===== src/rtl/ifetch_line_unit_if.sv =====
// ifetch_line_unit_if: line refill handshake between the fetch unit and memory
interface ifetch_line_unit_if #(
  parameter int ADDR_W     = 32,
  parameter int DATA_W     = 32,
  parameter int LINE_WORDS = 4
);
  logic                         omem_req;
  logic [ADDR_W-1:0]            omem_addr;
  logic                         imem_ack;
  logic [DATA_W*LINE_WORDS-1:0] imem_in;
  modport master (output omem_req, omem_addr, input imem_ack, imem_in);
  modport slave  (input omem_req, omem_addr, output imem_ack, imem_in);
endinterface


===== src/rtl/ifetch_line_unit.sv =====
// ifetch_line_unit: fetch stage with a one-line tagged buffer, req/ack refill, redirects and stalls
module ifetch_line_unit #(
  parameter int               ADDR_W     = 32,
  parameter int               DATA_W     = 32,
  parameter int               LINE_WORDS = 4,
  parameter logic [ADDR_W-1:0] RESET_PC  = '0
) (
  input  logic              clk,
  input  logic              rstn,
  input  logic              istall,
  input  logic              iSIG_PCSrc,
  input  logic [ADDR_W-1:0] iaddr4branch,
  input  logic              iflush,
  ifetch_line_unit_if.master mem,
  output logic [DATA_W-1:0] oins,
  output logic              ovalid,
  output logic [ADDR_W-1:0] opc,
  output logic [ADDR_W-1:0] obranch_adder
);
  localparam int IDX_W = $clog2(LINE_WORDS);
  localparam int TAG_W = ADDR_W - 2 - IDX_W;
  localparam logic [ADDR_W-1:0] LINE_MASK = ~ADDR_W'(LINE_WORDS * 4 - 1);
  typedef enum logic {RUN, MISS} state_t;
  state_t                       state_q, state_d;
  logic [ADDR_W-1:0]            pc_q, pc_d, addr_q, addr_d;
  logic [DATA_W*LINE_WORDS-1:0] buf_q, buf_d;
  logic [TAG_W-1:0]             tag_q, tag_d;
  logic                         valid_q, valid_d, flush_pend_q, flush_pend_d, req_q, req_d;
  logic                         hit;
  logic [ADDR_W-1:0]            target, pc_inc;
  always_ff @(posedge clk or negedge rstn) begin
    if (!rstn) begin
      state_q      <= RUN;
      pc_q         <= RESET_PC;
      addr_q       <= '0;
      buf_q        <= '0;
      tag_q        <= '0;
      valid_q      <= 1'b0;
      flush_pend_q <= 1'b0;
      req_q        <= 1'b0;
    end else begin
      state_q      <= state_d;
      pc_q         <= pc_d;
      addr_q       <= addr_d;
      buf_q        <= buf_d;
      tag_q        <= tag_d;
      valid_q      <= valid_d;
      flush_pend_q <= flush_pend_d;
      req_q        <= req_d;
    end
  end
  always_comb begin
    state_d      = state_q;
    pc_d         = iSIG_PCSrc ? target : pc_q;
    addr_d       = addr_q;
    buf_d        = buf_q;
    tag_d        = tag_q;
    valid_d      = valid_q & ~iflush;
    flush_pend_d = flush_pend_q;
    req_d        = req_q;
    if (state_q == RUN) begin
      pc_d = (hit && !istall && !iSIG_PCSrc) ? pc_inc : pc_d;
      if (!hit) begin
        state_d = MISS;
        req_d   = 1'b1;
        addr_d  = pc_d & LINE_MASK;
      end
    end else begin
      flush_pend_d = flush_pend_q | iflush;
      // a flush seen at any point of the refill, including the ack cycle, keeps the new line invalid
      if (mem.imem_ack) begin
        buf_d        = mem.imem_in;
        tag_d        = addr_q[ADDR_W-1 -: TAG_W];
        valid_d      = !(flush_pend_q || iflush);
        flush_pend_d = 1'b0;
        req_d        = 1'b0;
        state_d      = RUN;
      end
    end
  end
  always_comb begin
    target        = iaddr4branch & ~ADDR_W'(3);
    pc_inc        = pc_q + ADDR_W'(4);
    hit           = state_q == RUN && valid_q && tag_q == pc_q[ADDR_W-1 -: TAG_W];
    ovalid        = hit;
    oins          = hit ? buf_q[pc_q[2 +: IDX_W] * DATA_W +: DATA_W] : '0;
    opc           = pc_q;
    obranch_adder = pc_inc;
  end
  assign mem.omem_req  = req_q;
  assign mem.omem_addr = addr_q;
endmodule


===== src/flat_wrapper.sv =====
// flat-port wrapper written by rule: the top's interface ports become plain ports
module ifetch_line_unit_flat 
#(
  parameter int               ADDR_W     = 32,
  parameter int               DATA_W     = 32,
  parameter int               LINE_WORDS = 4,
  parameter logic [ADDR_W-1:0] RESET_PC  = '0
)
  (clk, rstn, istall, iSIG_PCSrc, iaddr4branch, iflush, oins, ovalid, opc, obranch_adder, mem_omem_req, mem_omem_addr, mem_imem_ack, mem_imem_in);
  ifetch_line_unit_if #(.ADDR_W(ADDR_W), .DATA_W(DATA_W), .LINE_WORDS(LINE_WORDS)) mem_i ();
  input  logic clk;
  input  logic rstn;
  input  logic istall;
  input  logic iSIG_PCSrc;
  input  logic [ADDR_W-1:0] iaddr4branch;
  input  logic iflush;
  output logic [DATA_W-1:0] oins;
  output logic ovalid;
  output logic [ADDR_W-1:0] opc;
  output logic [ADDR_W-1:0] obranch_adder;
  output wire logic [$bits(mem_i.omem_req)-1:0] mem_omem_req;
  output wire logic [$bits(mem_i.omem_addr)-1:0] mem_omem_addr;
  input wire logic [$bits(mem_i.imem_ack)-1:0] mem_imem_ack;
  input wire logic [$bits(mem_i.imem_in)-1:0] mem_imem_in;
  assign mem_omem_req = mem_i.omem_req;
  assign mem_omem_addr = mem_i.omem_addr;
  assign mem_i.imem_ack = mem_imem_ack;
  assign mem_i.imem_in = mem_imem_in;
  ifetch_line_unit #(.ADDR_W(ADDR_W), .DATA_W(DATA_W), .LINE_WORDS(LINE_WORDS), .RESET_PC(RESET_PC)) u_core (.clk(clk), .rstn(rstn), .istall(istall), .iSIG_PCSrc(iSIG_PCSrc), .iaddr4branch(iaddr4branch), .iflush(iflush), .mem(mem_i), .oins(oins), .ovalid(ovalid), .opc(opc), .obranch_adder(obranch_adder));
endmodule

===== config.mk =====
export PLATFORM = sky130hd
export DESIGN_NAME = ifetch_line_unit_flat
export DESIGN_NICKNAME = d
export VERILOG_FILES = /design/src/rtl/ifetch_line_unit_if.sv /design/src/rtl/ifetch_line_unit.sv /design/src/flat_wrapper.sv
export SDC_FILE = /design/constraint.sdc
export NUM_CORES = 1
export LEC_CHECK = 0
export CAP_MARGIN = 20
export CORE_AREA = 2 2 181 183
export CTS_CLUSTER_DIAMETER = 80
export DETAILED_ROUTE_END_ITERATION = 12
export DIE_AREA = 0 0 183 185
export GPL_ROUTABILITY_DRIVEN = 0
export PLACE_DENSITY = 0.58
export RECOVER_POWER = 100
export SLEW_MARGIN = 20
export SYNTH_ARGS = -nofsm -noshare
export SYNTH_HDL_FRONTEND = slang
export SYNTH_SLANG_ARGS = --single-unit
export TNS_END_PERCENT = 1

===== constraint.sdc =====
create_clock -name clk -period 4.85 [get_ports clk]
set_input_delay 0.97 -clock clk [delete_from_list [all_inputs] [get_ports clk]]
set_output_delay 0.97 -clock clk [all_outputs]
set_load 0.005 [all_outputs]

==> results.json, run 1 <==
{
  "overflow": 0,
  "design_power_total_mw": 5.61,
  "drt-initial-drc-count": 516,
  "post_cts_buffers": 0,
  "relSlewSlack_pct": -148,
  "routedWlPerCell_um": 21.7,
  "synth_edf_count": 0,
  "ant_nets": 0,
  "dp_hpwl_um": 23700,
  "antenna_found_initial": 4,
  "worst-setup-path-type": "flip-flop to output port",
  "p_int_mw": 4.14,
  "route.vias.total": 8374,
  "drv_slew": 208,
  "fin_area_mm2": 0.0152,
  "synth_cell_types": 51,
  "outcome": "finished with violations",
  "crit_fanout": 39,
  "nets": 1323,
  "ios": 296,
  "coreArea_mm2": 0.0320,
  "grt_max_degree": 117,
  "cap_violations": 4,
  "worstSkewPairLatency_ns": 0.54,
  "port_buffers": 289,
  "pwr-share-comb_pct": 20.3,
  "multi_input_area_mm2": 0.00518,
  "switching_share_pct": 26.3,
  "irDropWorstVdd_v": 0.000288,
  "synth_area_mm2": 0.0111,
  "gr-usage-all-layers_pct": 20.1,
  "clkPwrFrac_pct": 37.2,
  "worst_slew_pin_slew_ns": 3.73,
  "cts_resized": 0,
  "cp.arrival_ns": 3.54,
  "synth_ff_type": "dfrtp_1",
  "avgSynthCellArea_um2": 12.3,
  "placed_area_mm2": 0.0143,
  "grt_pass1_vias": 8613,
  "die_h_um": 185,
  "vias_per_cell": 5.29,
  "fillers": 2923,
  "cts-buffers-inserted": 27,
  "postSynthCellCount": 899,
  "p_per_area_mw_per_mm2": 369,
  "cts.sinks": 220,
  "drt-total-wl_um": 34300,
  "crit_path_end_kind": "output port",
  "violations": "capacitance limit, slew limit",
  "hold_viol": 0,
  "grt_pass1_wl_um": 52100,
  "drcViolationCount": 0,
  "fin_skew_ns": 0.0197,
  "rsz0062_at_grt": "false",
  "fin_setup_tns_ns": 0,
  "dr.pass1.iters": 5,
  "post-route-period-util_pct": 93.1,
  "drive_gt1_share_pct": 24.4,
  "cts_hold_buf": 0,
  "p_seq_share_pct": 42.4,
  "cts_tree": "yes",
  "yosys_warnings": 0,
  "cts-root-buf": "clkbuf_16",
  "rows": 66,
  "seqCellArea_mm2": 0.00551,
  "required_ns": 3.88,
  "areaGrowthSynthToFinish_pct": 37.2,
  "die_area_mm2": 0.0339,
  "power_switching_mw": 1.48,
  "cp-start-kind": "flip-flop",
  "htree_levels": 1,
  "seq_area_frac_synth_pct": 49.7,
  "clk_path_buf_depth": 3,
  "setup_viol": 0,
  "p_leak_nw": 6.20,
  "ys_ff_latch": 220,
  "start_util_pct": 34.6,
  "hold_path.class": "flip-flop to flip-flop",
  "fp.dieW_um": 183,
  "clock.fmax_ghz": 0.222,
  "clk_pin_slew_ns": 0.06,
  "final_core_util_pct": 47.4,
  "async_reset_ff_share_pct": 100,
  "fin_crit_ns": 4.51
}
[metal layers]
metal,track usage [%],part of all wire (%)
met1,25.6,41
met2,32.6,47
met3,7.26,10
met4,5.18,2.3
met5,0,0.073
[power groups by stage]
stage | registers, mW | clock network, mW | logic, mW
5_1_grt | 2.42 | 2.22 | 1.24
3_3_place_gp | 2.41 | 0 | 1.17
3_5_place_dp | 2.42 | 0 | 1.19
2_1_floorplan | 2.31 | 0 | 0.685
6_report | 2.38 | 2.09 | 1.14
4_1_cts | 2.39 | 2.14 | 1.19
[placed cells by master (no fill, tap or decap), drive strengths merged, types with 8 or more instances in the layout]
cell type,instances
a21oi,19
a31oi,14
and3,39
buf,10
clkbuf,46
clkdlybuf4s50,172
dfrtp,220
dlygate4sd3,115
inv,11
mux2,189
mux4,32
nand2,49
nand3,18
nand4,21
nand4b,8
nor2,31
nor3,8
nor4,9
o211ai,13
o31ai,9
or4,11
xnor2,26
xor2,31
[synthesized netlist by cell type (all sizes together) (3+ instances only)]
library cell,number,share of area [%]
o211ai,13,0.88
xor2,31,2.5
or3,3,0.17
o21ai,4,0.18
a31oi,14,0.79
a21oi,19,0.89
mux4,32,6.5
and2,7,0.40
buf,26,1.3
and4,5,0.40
mux2,189,19
nand4,21,1.2
xnor2,26,2.1
or4,11,0.81
nor3,8,0.36
nor4,9,0.56
nand3,18,0.81
nor2,31,1.1
and3,39,2.2
inv,10,0.34
nor2b,7,0.40
dfrtp,220,50
nand4b,8,0.63
o21a,6,0.41
mux2i,4,0.36
nand2b,7,0.40
o31ai,9,0.61
clkbuf,56,1.9
nand2,49,1.7
[sequential cells by signal, summed over array words and instances, names as in the netlist]
| register | cells |
|---|---|
| u_core.buf_q | 128 |
| u_core.opc | 32 |
| u_core.mem.omem_addr | 28 |
| u_core.tag_q | 28 |
| u_core.flush_pend_q | 1 |
| u_core.mem.omem_req | 1 |
| u_core.state_q | 1 |
| u_core.valid_q | 1 |
[critical path: stages, from the launching register on]
cell and delay [ns]:
dfrtp_1 0.52, xor2_1 0.22, nor4_1 0.44, and4_2 0.91, and3_1 0.28, dlygate4sd3_1 0.59
[stage by stage]
step | setup slack [ns] | cells | hold WS [ns]
floorplan | 1.86 | 902 | 0.474
global placement | 0.856 | 1534 | 0.483
detailed placement | 0.862 | 1534 | 0.487
CTS | 0.300 | 1580 | 0.433
global route | 0.0631 | 1581 | 0.515
finish | 0.336 | 1583 | 0.499
[cell type report]
type,count,share of cell area (%)
inverter,10,0.247
sequential,220,36.2
antenna,2,0.0329
clock buffer,37,5.22
multi-input combinational,590,34.1
clock inverter,9,0.848
tap,408,3.36
timing repair buffer,307,19.9
[final timing paths]
path | from | to | slack, ns | cells past startpoint
worst max register to register | u_core.opc[27]$_DFF_PN0_ | u_core.mem.omem_addr[12]$_DFFE_PN0P_ | 0.54 | 6
worst max-delay path | u_core.opc[15]$_DFF_PN0_ | oins[5] | 0.34 | 5
worst min-delay path | u_core.buf_q[92]$_DFFE_PN0P_ | u_core.buf_q[92]$_DFFE_PN0P_ | 0.50 | 1
min in group asynchronous | rstn | u_core.buf_q[5]$_DFFE_PN0P_ | 1.95 | 1
max in group asynchronous | rstn | u_core.mem.omem_addr[19]$_DFFE_PN0P_ | 0.82 | 1
worst min register to register | u_core.buf_q[92]$_DFFE_PN0P_ | u_core.buf_q[92]$_DFFE_PN0P_ | 0.50 | 1
[cell families after synthesis]
| family | Yosys count | share of synthesized area [%] |
|---|---|---|
| fa+ha+maj | 1 | 0.113 |
| simple gates | 229 | 11.6 |
| flops | 220 | 49.7 |
| buf+inv | 92 | 3.49 |
| mux | 225 | 26.1 |
| xor+xnor | 57 | 4.51 |
| compound gates | 74 | 4.44 |
| other cells | 1 | 0.0339 |
Note: power is estimated with default switching activity, not from simulation.
==> run 2, diff against run 1 <==
- CTS_CLUSTER_DIAMETER: 80 -> unset
==> results of run 2 <==
No change in the layout: final DEF, timing and power equal those of run 1.
